[src/rtl/cpu_data_register.sv]
// General-purpose CPU data register (A/X/Y/S): load, inc/dec, decimal-adjust add,
// Z/N/wrap status and an optional one-deep shadow for interrupt save/restore.
module cpu_data_register #(
  parameter int unsigned            WIDTH       = 8,
  parameter logic [WIDTH-1:0]       RESET_VALUE = '0,
  parameter bit                     HAS_SHADOW  = 1'b1
) (
  input  logic             clk,
  input  logic             rst_n,
  input  logic [WIDTH-1:0] sys_bus_in,
  input  logic [WIDTH-1:0] dec_adj_in,
  input  logic             sys_load_en,
  input  logic             dec_adj_en,
  input  logic             inc_en,
  input  logic             dec_en,
  input  logic             save_en,
  input  logic             restore_en,
  input  logic             sys_out_en,
  input  logic             data_out_en,
  output logic [WIDTH-1:0] sys_bus_out,
  output logic             sys_bus_drive,
  output logic [WIDTH-1:0] data_bus_out,
  output logic             data_bus_drive,
  output logic [WIDTH-1:0] value,
  output logic             zero_flag,
  output logic             neg_flag,
  output logic             wrap_flag,
  output logic             saved_valid
);

  localparam logic [WIDTH-1:0] ONE = WIDTH'(1);

  logic [WIDTH-1:0] value_q, value_d;
  logic             wrap_q, wrap_d;
  logic [WIDTH-1:0] shadow_q;
  logic             saved_valid_q;
  logic             restore_ok;
  logic [WIDTH:0]   adj_sum;

  // A restore only takes effect when the shadow actually holds something.
  assign restore_ok = HAS_SHADOW && restore_en && saved_valid_q;
  assign adj_sum    = {1'b0, value_q} + {1'b0, dec_adj_in};

  always_comb begin
    value_d = value_q;
    wrap_d  = 1'b0;
    if (restore_ok) begin
      value_d = shadow_q;
    end else if (sys_load_en) begin
      value_d = sys_bus_in;
    end else if (dec_adj_en) begin
      value_d = adj_sum[WIDTH-1:0];
      wrap_d  = adj_sum[WIDTH];
    end else if (inc_en && !dec_en) begin
      value_d = value_q + ONE;
      wrap_d  = &value_q;
    end else if (dec_en && !inc_en) begin
      value_d = value_q - ONE;
      wrap_d  = (value_q == '0);
    end
  end

  always_ff @(posedge clk) begin
    if (!rst_n) begin
      value_q <= RESET_VALUE;
      wrap_q  <= 1'b0;
    end else begin
      value_q <= value_d;
      wrap_q  <= wrap_d;
    end
  end

  generate
    if (HAS_SHADOW) begin : g_shadow
      logic [WIDTH-1:0] shadow_d;
      logic             saved_valid_d;

      // Save always captures the pre-edge value, so save+restore becomes a swap.
      always_comb begin
        shadow_d      = shadow_q;
        saved_valid_d = saved_valid_q;
        if (save_en) begin
          shadow_d      = value_q;
          saved_valid_d = 1'b1;
        end else if (restore_ok) begin
          saved_valid_d = 1'b0;
        end
      end

      always_ff @(posedge clk) begin
        if (!rst_n) begin
          shadow_q      <= '0;
          saved_valid_q <= 1'b0;
        end else begin
          shadow_q      <= shadow_d;
          saved_valid_q <= saved_valid_d;
        end
      end
    end else begin : g_no_shadow
      assign shadow_q      = '0;
      assign saved_valid_q = 1'b0;
    end
  endgenerate

  assign value          = value_q;
  assign zero_flag      = (value_q == '0);
  assign neg_flag       = value_q[WIDTH-1];
  assign wrap_flag      = wrap_q;
  assign saved_valid    = saved_valid_q;
  assign sys_bus_drive  = sys_out_en;
  assign data_bus_drive = data_out_en;
  assign sys_bus_out    = sys_out_en  ? value_q : '0;
  assign data_bus_out   = data_out_en ? value_q : '0;

endmodule

[config.mk]
export PLATFORM = sky130hd
export DESIGN_NAME = cpu_data_register
export DESIGN_NICKNAME = d
export VERILOG_FILES = /design/src/rtl/cpu_data_register.sv
export SDC_FILE = /design/constraint.sdc
export NUM_CORES = 1
export LEC_CHECK = 0
export CAP_MARGIN = 20
export CORE_AREA = 2 2 77 79
export CTS_CLUSTER_SIZE = 40
export DETAILED_ROUTE_END_ITERATION = 7
export DIE_AREA = 0 0 79 81
export PLACE_DENSITY = 0.61
export REMOVE_ABC_BUFFERS = 1
export SYNTH_ARGS = -nofsm -noshare
export SYNTH_HDL_FRONTEND = slang
export SYNTH_SLANG_ARGS = --single-unit
[constraint.sdc]
create_clock -name clk -period 5.7 [get_ports clk]
set_input_delay 0.57 -clock clk [delete_from_list [all_inputs] [get_ports clk]]
set_output_delay 0.57 -clock clk [all_outputs]
set_load 0.02 [all_outputs]
* Word-level counts from Yosys, hierarchy flattened *
Cells that the tools add are included.

storage, ports and cells
  register bits after elaboration = 18
  bits in latches = 0
  RAM bits = 0
  ROM bits = 0
  input bits = 26
  output and inout port bits = 30
  logic and storage cells = 30
  memories = 0

cells by class
  add/sub/neg operators = 3
  $mul = 0
  divide/modulo/power cells = 0
  order comparisons = 0
  equality and inequality tests = 0
  shift operators = 0
  multiplexer cells = 12
  bitwise logic cells = 1
  reduce and logical (&&, ||, !) cells = 10

operator list
  cell                                               number
  2-to-1 mux 8 bit                                   7
  adder 8 x 8 -> 9 bit                               1
  adder 8 x 1 -> 8 bit (second input constant)       1
  logical NOT 8 bit                                  1
  AND reduction 8 bit                                1
  subtractor 8 x 1 -> 8 bit (second input constant)  1
  2-to-1 mux 1 bit                                   5
  nonzero test 5 bit                                 1
  logical AND 1 bit                                  3
  OR reduction 3 bit                                 1
  logical NOT 1 bit                                  2
  nonzero test 2 bit                                 1
  inverter 1 bit                                     1

* Depth between registers and ports, before layout *
  word-level depth = 7
  mapped depth = 9
  depth with buffers taken out = 9

* Worst setup path before layout *
Ideal clock, no wire load.

  kind = input -> register
  start = input dec_en
  end = register value_q[5] (netlist: value[5])
  setup time = 0.122 ns
  arrival time = 2.164 ns
  required time = 5.578 ns
  path slack = 3.414 ns
  stages = 8
  path buffers = 0
  cell sequence = nand2b_1 -> ha_1 -> and3_1 -> a221oi_1 -> xor2_1 -> nand3_1 -> o21ai_0 -> o22ai_1

between the ends
  word-level cells in the longest chain between the ends = 6
  elaborated cells between the ends (all ways) = 8
  those cells by class = mux: 4; reduce/logical: 4

RTL lines
  item                  RTL line  source
  from (decl)           15        input logic dec_en,
  logical NOT 1 bit     54        end else if (inc_en && !dec_en) begin
  logical AND 1 bit     54
  2-to-1 mux 8 bit      54
  2-to-1 mux 8 bit      51        end else if (dec_adj_en) begin
  2-to-1 mux 8 bit      49        end else if (sys_load_en) begin
  2-to-1 mux 8 bit      47        if (restore_ok) begin
  to (signal assigned)  68        value_q <= value_d;
  to (decl)             33        logic [WIDTH-1:0] value_q, value_d;

Parallel ways exist; a longest one is shown, timed or not.
A chain may end at the register's enable or synchronous reset.

* Worst setup path in the final report *
Ends and elaborated chain as after synthesis.

==> impl_metrics.toml <==
[sta]
period_minus_slack_ps = 2710
skew_ps = 3.17
worst_pin_slew_ps = 661
max_freq_mhz = 369
post-route-period-util = 0.475
finalHoldViolations = 0
setup_viol = 0
drv_slew = 0
rsz0062_at_grt = "no"
setup_tns_ps = 0
max_slew_margin = 0.558

[clock_tree]
postCtsHoldBufs = 0
root_buffer = "clkbuf_8"
clkLatencyLatePin_ps = 250
cts_tree = "yes"
post-cts-setup-buffer-count = 0
clock_path_buffers = 2
post_cts_resized = 0
clkTransAtPathRegs_ps = 70
htree_levels = 1
cts.sinks = 18
numCtsBuffers = 3

[critical_path]
cp-start-kind = "input port"
required_ps = 5820
reg2reg_depth = 9
r2r_setup_slack_ps = 3380
cp_max_fo = 10
regToRegEndpoint = "value[4]"
r2r-start = "value[0]"
crit_arrival_ps = 2830
cp-endpoint = "value[5]"
cp-end-kind = "flip-flop"
crit_type = "input port to flip-flop"
crit_path_start = "dec_en"

[synth]
synth_seq_cells = 18
syn_avg_cell_area_um2 = 8.06
yosysWarnings = 0
synth.largest_area_cell = "dfxtp_1"
synth_top_flop_cell = "dfxtp_1"
synthTopCellsByCount = "18 x dfxtp_1, 16 x and2_1, 16 x nand2_1"
synth_cell_types = 46
syn_area_um2 = 1730
synthCells = 215
synth-edff-count = 0
synth_area_leaders = "dfxtp_1 21%, ha_1 11%, and2_1 5.8%"
synthArstFlopShare = 0
synth.top_cell.area_share = 0.208
yosysSeqAreaShare = 0.208
yosysMostFrequentCell = "dfxtp_1"

[global_routing]
grt_pass1_vias = 1618
grt_max_degree = 21
grt_antenna_before_repair = 0
grt-ovfl-total = 0
grt_pass1_wl_um = 7800
grt_util_all_layers = 0.156

[detailed_routing]
routed_wl_um = 4900
drt_iter0_drc = 99
via_per_inst = 5.00
ant_nets = 0
vias = 1691
wire_per_inst_um = 14.5
drc_errors = 0
dr.pass1.iters = 4

[worst_hold_path]
hp-class = "flip-flop to flip-flop"

[power_and_ir_drop]
vdd_drop_max_mv = 0.0742
leakage_uw = 0.000951
power_density_nw_per_um2 = 223

[floorplan]
die_y_um = 81
core_area_um2 = 5680
boundaryPins = 56
initial_utilization = 0.305
dieArea_um2 = 6400
die-width_um = 79
num_rows = 28

[place]
port_buffers = 55
place_congestion = 0.829
dpl_cell_area_um2 = 2290
dp_hpwl_um = 3700

[finish]
fin_util = 0.414
n_antenna_cell = 0
drive_above_1_share = 0.0380
fin_nets = 307
final_cell_area_um2 = 2350
nFillCells = 610
area.growth.synth_to_final_pct = 35.5

[status]
outcome = "complete, no violations"

[job]
cap_viol_max_count = 0
==> cell type report <==
class	count	area [um2]	area share
Clock buffer	4	55.1	0.0235
Inverter	10	37.5	0.0160
Multi-Input combinational cell	176	1250	0.533
Sequential cell	18	360	0.154
Tap cell	75	93.8	0.0400
Timing Repair Buffer	55	551	0.235
==> logic make-up after synthesis <==
logic type / after synthesis / synth area share
AND/OR/NAND/NOR: 81 / 0.258
AO/OA/AOI/OAI: 57 / 0.218
buffers and inverters: 21 / 0.0708
flip-flops: 18 / 0.208
adder cells (fa/ha/maj): 17 / 0.131
XOR/XNOR: 11 / 0.0556
multiplexers: 10 / 0.0578
==> critical path, stage by stage <==
cell,delay [ps]
clkdlybuf4s50_1,500
nand2b_1,380
ha_1,360
and3_1,220
a221oi_1,330
xor2_1,190
nand3_1,80
o21ai_0,90
o22ai_1,100
==> per-layer routing <==
layer / wire length (um) / vias to the layer above / global-route usage
met3: 212 / 8 / 0.0244
met5: 0 / - / 0
met1: 2390 / 768 / 0.205
met4: 84 / 0 / 0.0603
li1: - / 863 / -
met2: 2210 / 52 / 0.258
==> cells in the final DEF (no fill, tap or decap), types with 10 or more instances in the layout <==
master,n
a21oi_1,12
dfxtp_1,18
clkdlybuf4s50_1,55
inv_1,10
o21ai_0,12
and2_1,16
nand2_1,16
nor2b_1,12
ha_1,15
mux2i_1,10
==> stage by stage <==
stage          total power (uW)  setup WS [ps]  hold WS [ps]  instances
6_report                    524           2990           520        338
4_1_cts                     527           3000           529        338
3_3_place_gp                421           2780           501        334
5_1_grt                     561           2880           564        338
2_1_floorplan               317           3400           477        204
3_5_place_dp                423           2730           511        334
==> report_power, final <==
| part | switching, uW | total, uW | internal (uW) |
|---|---|---|---|
| Clock | 43.8 | 105 | 61.3 |
| Sequential | 28.4 | 166 | 138 |
| Combinational | 125 | 252 | 127 |
==> flip-flops by register name, summed over array words and instances (netlist names) <==
signal and count:
saved_valid 1, wrap_flag 1, value 8, shadow_q 8
==> how the worst min path moves through the flow <==
stage                     start     endpoint  cells after the start
floorplan           shadow_q[2]  shadow_q[2]                      2
CTS                 shadow_q[7]  shadow_q[7]                      2
detailed placement  shadow_q[7]  shadow_q[7]                      2
global placement    shadow_q[1]  shadow_q[1]                      2
finish              shadow_q[7]  shadow_q[7]                      2
global route        shadow_q[4]  shadow_q[4]                      2
Power figures use the tool's default switching activity.
